[config.mk]
export PLATFORM = sky130hd
export DESIGN_NAME = tbu_213
export DESIGN_NICKNAME = d
export VERILOG_FILES = /design/src/rtl/tbu_213.sv
export SDC_FILE = /design/constraint.sdc
export NUM_CORES = 1
export LEC_CHECK = 0
export CORE_MARGIN = 5
export CORE_UTILIZATION = 43
export DETAILED_ROUTE_END_ITERATION = 8
export DONT_BUFFER_PORTS = 1
export SLEW_MARGIN = 20
export SYNTH_ARGS = -nofsm -noshare
export SYNTH_HDL_FRONTEND = slang
export SYNTH_SLANG_ARGS = --single-unit
[constraint.sdc]
create_clock -name clk -period 3.6 [get_ports clk]
set_clock_uncertainty 0.15 [all_clocks]
set_input_delay 0.9 -clock clk [delete_from_list [all_inputs] [get_ports clk]]
set_output_delay 0.9 -clock clk [all_outputs]
set_load 0.01 [all_outputs]
[src/rtl/tbu_213.sv]
// Traceback / survivor-memory unit for the 8-state (2,1,3) Viterbi decoder.
// Block mode: FILL stores one decision vector per trellis step, TRACE walks
// the survivor path backwards from the supplied end state (one step per cycle),
// and EMIT streams the decoded bits in transmission order over valid/ready.
module tbu_213 #(
  parameter int DEPTH = 64,
  parameter int AW    = 6
) (
  input  logic       clk,
  input  logic       rst_n,
  input  logic       dec_valid,
  output logic       dec_ready,
  input  logic [7:0] dec_bx,
  input  logic       dec_last,
  input  logic [2:0] start_state,
  output logic       bit_out,
  output logic       bit_valid,
  input  logic       bit_ready,
  output logic       bit_last,
  output logic       busy
);

  typedef enum logic [1:0] {
    FILL  = 2'd0,
    TRACE = 2'd1,
    EMIT  = 2'd2
  } state_e;

  state_e          state_q, state_d;
  logic [AW-1:0]   wr_ptr_q, wr_ptr_d;
  logic [AW-1:0]   rd_ptr_q, rd_ptr_d;
  logic [AW-1:0]   idx_q, idx_d;
  logic [AW:0]     len_q, len_d;
  logic [2:0]      cur_state_q, cur_state_d;
  logic            bit_valid_q, bit_valid_d;
  logic            bit_out_q, bit_out_d;
  logic            bit_last_q, bit_last_d;
  logic            busy_q;

  logic [7:0]      mem_q [DEPTH];
  logic [DEPTH-1:0] obuf_q;

  logic            mem_we_s;
  logic            obuf_we_s;
  logic            dec_bit_s;
  logic [AW-1:0]   rd_next_s;

  // Survivor memory is read combinationally; the decision bit for the current
  // path state selects the predecessor.
  assign dec_bit_s = mem_q[idx_q][cur_state_q];
  assign rd_next_s = rd_ptr_q + {{(AW-1){1'b0}}, 1'b1};

  // Next-state, pointer and output-register logic for the FILL/TRACE/EMIT FSM.
  always_comb begin
    state_d     = state_q;
    wr_ptr_d    = wr_ptr_q;
    rd_ptr_d    = rd_ptr_q;
    idx_d       = idx_q;
    len_d       = len_q;
    cur_state_d = cur_state_q;
    bit_valid_d = bit_valid_q;
    bit_out_d   = bit_out_q;
    bit_last_d  = bit_last_q;
    mem_we_s    = 1'b0;
    obuf_we_s   = 1'b0;
    case (state_q)
      FILL: begin
        if (dec_valid) begin
          mem_we_s = 1'b1;
          wr_ptr_d = wr_ptr_q + {{(AW-1){1'b0}}, 1'b1};
          if (dec_last || (wr_ptr_q == AW'(DEPTH - 1))) begin
            len_d       = {1'b0, wr_ptr_q} + {{AW{1'b0}}, 1'b1};
            cur_state_d = start_state;
            idx_d       = wr_ptr_q;
            state_d     = TRACE;
          end else begin
            state_d = FILL;
          end
        end else begin
          state_d = FILL;
        end
      end
      TRACE: begin
        obuf_we_s   = 1'b1;
        cur_state_d = {cur_state_q[1:0], dec_bit_s};
        idx_d       = idx_q - {{(AW-1){1'b0}}, 1'b1};
        if (idx_q == {AW{1'b0}}) begin
          // obuf[0] is written this same edge, so forward it into bit_out.
          rd_ptr_d    = {AW{1'b0}};
          state_d     = EMIT;
          bit_valid_d = 1'b1;
          bit_out_d   = cur_state_q[2];
          bit_last_d  = (len_q == {{AW{1'b0}}, 1'b1});
        end else begin
          state_d = TRACE;
        end
      end
      EMIT: begin
        if (bit_ready) begin
          rd_ptr_d = rd_next_s;
          if (bit_last_q) begin
            wr_ptr_d    = {AW{1'b0}};
            state_d     = FILL;
            bit_valid_d = 1'b0;
            bit_out_d   = 1'b0;
            bit_last_d  = 1'b0;
          end else begin
            bit_out_d  = obuf_q[rd_next_s];
            bit_last_d = ({1'b0, rd_next_s} == (len_q - {{AW{1'b0}}, 1'b1}));
          end
        end else begin
          state_d = EMIT;
        end
      end
      default: begin
        state_d     = FILL;
        bit_valid_d = 1'b0;
        bit_out_d   = 1'b0;
        bit_last_d  = 1'b0;
      end
    endcase
  end

  // State, pointers and registered stream outputs.
  always_ff @(posedge clk or negedge rst_n) begin
    if (!rst_n) begin
      state_q     <= FILL;
      wr_ptr_q    <= {AW{1'b0}};
      rd_ptr_q    <= {AW{1'b0}};
      idx_q       <= {AW{1'b0}};
      len_q       <= {(AW+1){1'b0}};
      cur_state_q <= 3'd0;
      bit_valid_q <= 1'b0;
      bit_out_q   <= 1'b0;
      bit_last_q  <= 1'b0;
      busy_q      <= 1'b0;
    end else begin
      state_q     <= state_d;
      wr_ptr_q    <= wr_ptr_d;
      rd_ptr_q    <= rd_ptr_d;
      idx_q       <= idx_d;
      len_q       <= len_d;
      cur_state_q <= cur_state_d;
      bit_valid_q <= bit_valid_d;
      bit_out_q   <= bit_out_d;
      bit_last_q  <= bit_last_d;
      busy_q      <= (state_d != FILL);
    end
  end

  // Survivor memory and decoded-bit buffer; contents need no reset.
  always_ff @(posedge clk) begin
    if (mem_we_s) begin
      mem_q[wr_ptr_q] <= dec_bx;
    end
    if (obuf_we_s) begin
      obuf_q[idx_q] <= cur_state_q[2];
    end
  end

  assign dec_ready = (state_q == FILL);
  assign bit_valid = bit_valid_q;
  assign bit_out   = bit_out_q;
  assign bit_last  = bit_last_q;
  assign busy      = busy_q;

endmodule

==> results.toml, run 1 <==
[finish]
final_nets = 1756
drive_gt1_share_pct = 20.1
area_growth_pct = 14.6
antenna_cells = 0
n_fill_cell = 4910

[floorplanning]
die_area_um2 = 63200
chipWidth_um = 251
ios = 21
num_rows = 88
start_util_pct = 43.4
coreArea_um2 = 57700
die_h_um = 251

[sta]
hold_viol_final = 0
tightest_slew_ns = 0.997
finalCriticalPeriod_ns = 3.42
slew_headroom_pct = 33.5
finalSetupTns_ns = 0
rsz0062_at_grt = "no"
layout_setup_ws_ns = 0.181
post-route-period-util_pct = 95.0
final-max-slew-violation-count = 0
max_freq_mhz = 292
finalSetupViolations = 0

[critical_path]
cp-startpoint = "idx_q[0]"
required_ns = 4.02
path_cells = "buf_4, nor3b_2, buf_4, a221oi_1, a41o_1, a31oi_1, nor4_1, a211o_1, a31oi_1"
cp.arrival_ns = 3.84
critPathMaxStageDelay_ns = 0.69
reg2reg_to = "cur_state_q[0]"
worstSetupStartpointType = "register"
worstSetupPathType = "register to register"
crit_fanout = 29
cp-end-kind = "register"
reg2regPathDepth = 9
cp_slowest_cell = "dfrtp_4"
critPathCapture = "cur_state_q[0]"
rrSetupSlack_ns = 0.18
worstReg2RegStart = "idx_q[0]"

[grt]
grt_max_degree = 70
track_usage_pct = 22.3
grt_pass1_wl_um = 105000
grt_pass1_vias = 15131
antenna_found_initial = 0
overflow = 0

[placed_design]
pre_cts_slack_ns = 0.276
gp_congestion = 0.982
numPortBuffers = 0
dp_hpwl_um = 45900

[clock_tree]
cts_root_buf = "clkbuf_16"
cts_tree = "done"
clk_path_buf_depth = 3
clk_pin_slew_ns = 0.06
cts.repair.resized = 0
clk_latency_ns = 0.64
cts_buffers = 61
cts_num_sinks = 610
cts-htree-levels = 2

[power_and_ir_drop]
finalPower_mw = 21.0
internal-power_mw = 13.8
powerDensity_nw_per_um2 = 733
p_comb_share_pct = 31.2
pwr-share-clk_pct = 28.4
swShare_pct = 34.6
power_switching_mw = 7.27
vdd_drop_max_mv = 0.453
seq_power_share_pct = 40.4
p_leak_nw = 9.39

[detailed_routing]
ant_nets = 0
drt_iter0_markers = 1957
drc = 0
drt_wl_total_um = 71700
drt-wirelength-per-cell_um = 28.2
vias = 15464
first_pass_iters = 6
via_per_inst = 6.08

[synth]
async_flop_share_pct = 5.57
synth-edff-count = 576
synth-seq-cells = 610
syn_inst = 1602
yosysWarnings = 0
synth_nets = 1627
avgSynthCellArea_um2 = 15.6
postSynth.topFlopCell = "edfxtp_1"
ys_seq_area_share_pct = 72.4
ys_types = 69
syn_area_um2 = 25100

[status]
status = "complete, no violations"

[min_path]
min-delay-path-class = "input pin to register"

[run]
cap_violations = 0
-- power by group through the flow --
stage / clock [mW] / sequential [mW] / combinational (mW)
global route: 6.35 / 8.53 / 6.85
CTS: 6.06 / 8.49 / 6.41
floorplan: 0 / 8.39 / 3.96
global placement: 0 / 8.63 / 6.37
detailed placement: 0 / 8.64 / 6.37
finish: 5.96 / 8.50 / 6.57
-- through the flow --
stage	util, %	instances	area (um2)	hold slack, ns
after floorplan	-	1602	25100	0.335
after global placement	46.5	2431	26800	0.355
after detailed placement	46.5	2431	26800	0.362
after CTS	49.8	2543	28700	0.186
after global routing	49.8	2543	28700	0.176
final	49.8	2543	28700	0.204
-- critical path, delay by kind of cell, from the launching register on --
kind	cells	cell delay [ns]
AO/OA/AOI/OAI	5	1.36
buffers and inverters	2	0.68
flip-flops	1	0.69
AND/OR/NAND/NOR	2	0.46
-- sequential cells by signal, indices dropped and copies added, names as in the netlist --
name and cells:
mem_q 512, obuf_q 64, len_q 7, idx_q 6, rd_ptr_q 6, wr_ptr_q 6, cur_state_q 3, state_q 2
bit_last 1, bit_out 1, bit_valid 1, busy 1
-- worst min-delay path by stage --
stage	from	to	slack [ns]	cells past startpoint
after floorplan	rd_ptr_q[4]	rd_ptr_q[4]	0.33	2
after global placement	rd_ptr_q[4]	rd_ptr_q[4]	0.35	2
after detailed placement	rd_ptr_q[4]	rd_ptr_q[4]	0.36	2
after CTS	dec_bx[5]	mem_q[21][5]	0.19	0
after global routing	dec_bx[3]	mem_q[2][3]	0.18	0
final	dec_bx[3]	mem_q[2][3]	0.20	0
-- synth_stat cells, types with 11 or more instances --
cell,count,share of area (%)
edfxtp_1,576,69
nor2_1,178,2.7
nand2_1,100,1.5
o21ai_0,73,1.5
a21oi_1,57,1.1
mux2_2,55,2.5
mux2i_1,54,2.2
clkbuf_1,46,0.69
mux4_2,45,4.0
a221oi_1,42,1.5
a22oi_1,39,1.2
dfrtp_1,34,3.4
nand3_1,29,0.58
buf_2,25,0.50
a221o_1,18,0.72
a31oi_1,15,0.37
nor2b_1,15,0.37
buf_4,11,0.33
o2bb2ai_1,11,0.38
xnor2_1,11,0.38
-- layer usage --
metal	global-route usage [%]	vias up	share of wire, %
li1	-	6552	-
met1	31.8	7889	41
met2	34.4	869	46
met3	5.11	154	10
met4	7.09	0	3.6
met5	0	-	0
-- cell families after synthesis --
family                     Yosys count  synth area share [%]
and+or+nand+nor                    382                  6.73
muxes                              157                  8.88
AOI/OAI and AO/OA                  318                  8.78
buffers and inverters              109                  2.14
adders and majority gates            9                 0.449
xor gates and xnor gates            17                 0.594
DFF                                610                  72.4
-- cells in the final DEF, fill, tap and decap left out, drive strengths merged, types with 9 or more instances in the layout --
| cell type | count |
|---|---|
| o2bb2ai | 11 |
| a221o | 18 |
| mux4 | 46 |
| a221oi | 42 |
| buf | 163 |
| nor3 | 9 |
| edfxtp | 576 |
| dfrtp | 34 |
| nand3 | 29 |
| nand2 | 100 |
| ha | 9 |
| nor2 | 178 |
| a21oi | 57 |
| nor2b | 15 |
| o21ai | 74 |
| clkbuf | 77 |
| a31oi | 15 |
| xnor2 | 11 |
| clkinv | 25 |
| mux2 | 57 |
| a22oi | 39 |
| mux2i | 54 |
| inv | 12 |
-- area by class of cell --
cell class,instances,area [um2],area share (%)
multi-input combinational,883,6380,22.2
timing repair buffer,164,1320,4.60
clock buffer,77,1590,5.53
clock inverter,33,262,0.911
sequential,610,18200,63.2
inverter,11,41.3,0.144
tap,765,957,3.33
-- repair_timing --
action                                 CTS  global route
endpoints found under the hold margin   34             0
hold buffers                             2             0
buffers inserted                         0             0
Note: power is estimated with default switching activity, not from simulation.
==> run 2: changes to the inputs <==
SLEW_MARGIN = unset   (was 20)
==> results of run 2 <==
Final layout, timing and power as in run 1 (identical DEF).
==> run 3: changes to the inputs <==
clock period = 4.4 ns   (was 3.6 ns; I/O delays follow)
==> run 3 against run 2 <==
  * Critical path depth down 1
  * Utilization decreased by 0.68 points
  * Register-to-register slack better by 0.52 ns
  * Wire length shrank 2.7%
  * Critical path type unchanged
  * Largest power group unchanged
==> results.toml, run 3 (synthesis results as in run 1) <==
[sta]
layout_setup_ws_ns = 0.704
final-max-slew-violation-count = 0
finalSetupTns_ns = 0
slew_headroom_pct = 30.6
hold_viol_final = 0
finalCriticalPeriod_ns = 3.70
max_freq_mhz = 271
finalSetupViolations = 0
tightest_slew_ns = 1.04
post-route-period-util_pct = 84.0
rsz0062_at_grt = "no"

[clock_tree]
cts-htree-levels = 2
clk_latency_ns = 0.62
cts.repair.resized = 0
clk_pin_slew_ns = 0.06
cts_buffers = 60
cts_tree = "done"
clk_path_buf_depth = 3
cts_root_buf = "clkbuf_16"
cts_num_sinks = 610

[finish]
multiInputGateArea_um2 = 6380
register_area_um2 = 18200
utilization_pct = 49.1
drive_gt1_share_pct = 17.9
post-route-cell-area_um2 = 28300
n_fill_cell = 4870
area_growth_pct = 13.0
final_cell_mix = "edfxtp_1, nor2_1, nand2_1, buf_4, o21ai_0"
regMostFlops = "mem_q"
final_common_cell = "edfxtp_1"
largestRegisters = "mem_q (512), obuf_q (64), len_q (7)"
final_nets = 1695
largest_reg_flops = 512
antenna_cells = 0

[grt]
track_usage_pct = 21.8
antenna_found_initial = 2
overflow = 0
grt_pass1_vias = 14870
grt_pass1_wl_um = 103000
grt_max_degree = 70

[critical_path]
cp.arrival_ns = 4.09
critPathMaxStageDelay_ns = 0.95
crit_fanout = 47
rrSetupSlack_ns = 0.70
cp_slowest_cell = "dfrtp_4"
worstReg2RegStart = "idx_q[1]"
required_ns = 4.79
cpMostUsedCell = "a31oi_1"
worstSetupStartpointType = "register"
reg2reg_to = "cur_state_q[0]"
path_cells = "and3_1, a22oi_1, nand3_1, a21oi_1, nor3_1, a31oi_1, a211o_1, a31oi_1"
reg2regPathDepth = 8
cp-end-kind = "register"
cp_num_buf_inv = 0
path_delay_family = "simple AND/OR/NAND/NOR gates"
worstSetupPathType = "register to register"

[run]
cap_violations = 0

[power_and_ir_drop]
vdd_drop_max_mv = 0.414
powerDensity_nw_per_um2 = 607
p_leak_nw = 9.15
finalPower_mw = 17.2

[floorplanning]
start_util_pct = 43.4
num_rows = 88
chipWidth_um = 251
die_h_um = 251
ios = 21
coreArea_um2 = 57700
die_area_um2 = 63200

[detailed_routing]
first_pass_iters = 6
drt_wl_total_um = 69800
vias = 15135
ant_nets = 0
drt-wirelength-per-cell_um = 28.1
drt_iter0_markers = 1780
drc = 0
via_per_inst = 6.09

[placed_design]
dp_hpwl_um = 44000
pre_cts_slack_ns = 0.750
numPortBuffers = 0
dpl_cell_area_um2 = 26400
gp_congestion = 0.944

[status]
status = "complete, no violations"

[min_path]
min-delay-path-class = "input pin to asynchronous set/reset pin"
[run 3: cell count changes in the layout (fill, tap and decap cells not counted), moves of 2 or more]
cell        change
buf_12          -3
clkinv_8        -2
bufinv_16       +2
clkinv_1        -4
clkinv_2        +5
clkbuf_1        -4
clkinvlp_4      -3
buf_4          -56
clkbuf_8        +7
[run 3: through the flow]
step / hold WS [ns] / cells
after floorplan: 0.335 / 1602
after global placement: 0.354 / 2372
after detailed placement: 0.380 / 2372
after CTS: 0.147 / 2484
after global routing: 0.171 / 2484
final: 0.169 / 2484
[run 3: how the worst max path moves through the flow]
stage / cells after the start / from / to
finish: 8 / idx_q[1] / cur_state_q[0]
global route: 9 / idx_q[1] / rd_ptr_q[2]
CTS: 8 / idx_q[1] / cur_state_q[0]
detailed placement: 8 / idx_q[1] / cur_state_q[0]
global placement: 8 / idx_q[1] / cur_state_q[0]
floorplan: 5 / dec_valid / mem_q[48][0]
[run 3: final cells by class]
| cell class | count | share of cell area (%) |
|---|---|---|
| clock inverter | 31 | 0.976 |
| clock buffer | 80 | 5.89 |
| multi-input combinational | 883 | 22.5 |
| timing repair buffer | 104 | 2.93 |
| sequential | 610 | 64.1 |
| inverter | 11 | 0.146 |
| tap | 765 | 3.38 |
[run 3: report_power, final]
group | switching [mW] | internal, mW | leakage, nW
clock | 2.15 | 2.94 | 0.967
combinational | 3.29 | 1.80 | 2.57
sequential | 0.396 | 6.61 | 5.61
[run 3: per-layer routing]
metal  routed length (um)  track usage (%)  vias to the layer above
li1                     -                -                     6447
met1                28400             30.8                     7715
met2                31600             33.3                      818
met3                 7230             5.87                      153
met4                 2600             7.38                        2
met5                    8                0                        -
[run 3: repair_timing]
action	4_1_cts	5_1_grt
setup endpoints to repair	0	0
hold endpoints to repair	34	0
hold buffers	1	0
setup buffers	0	0
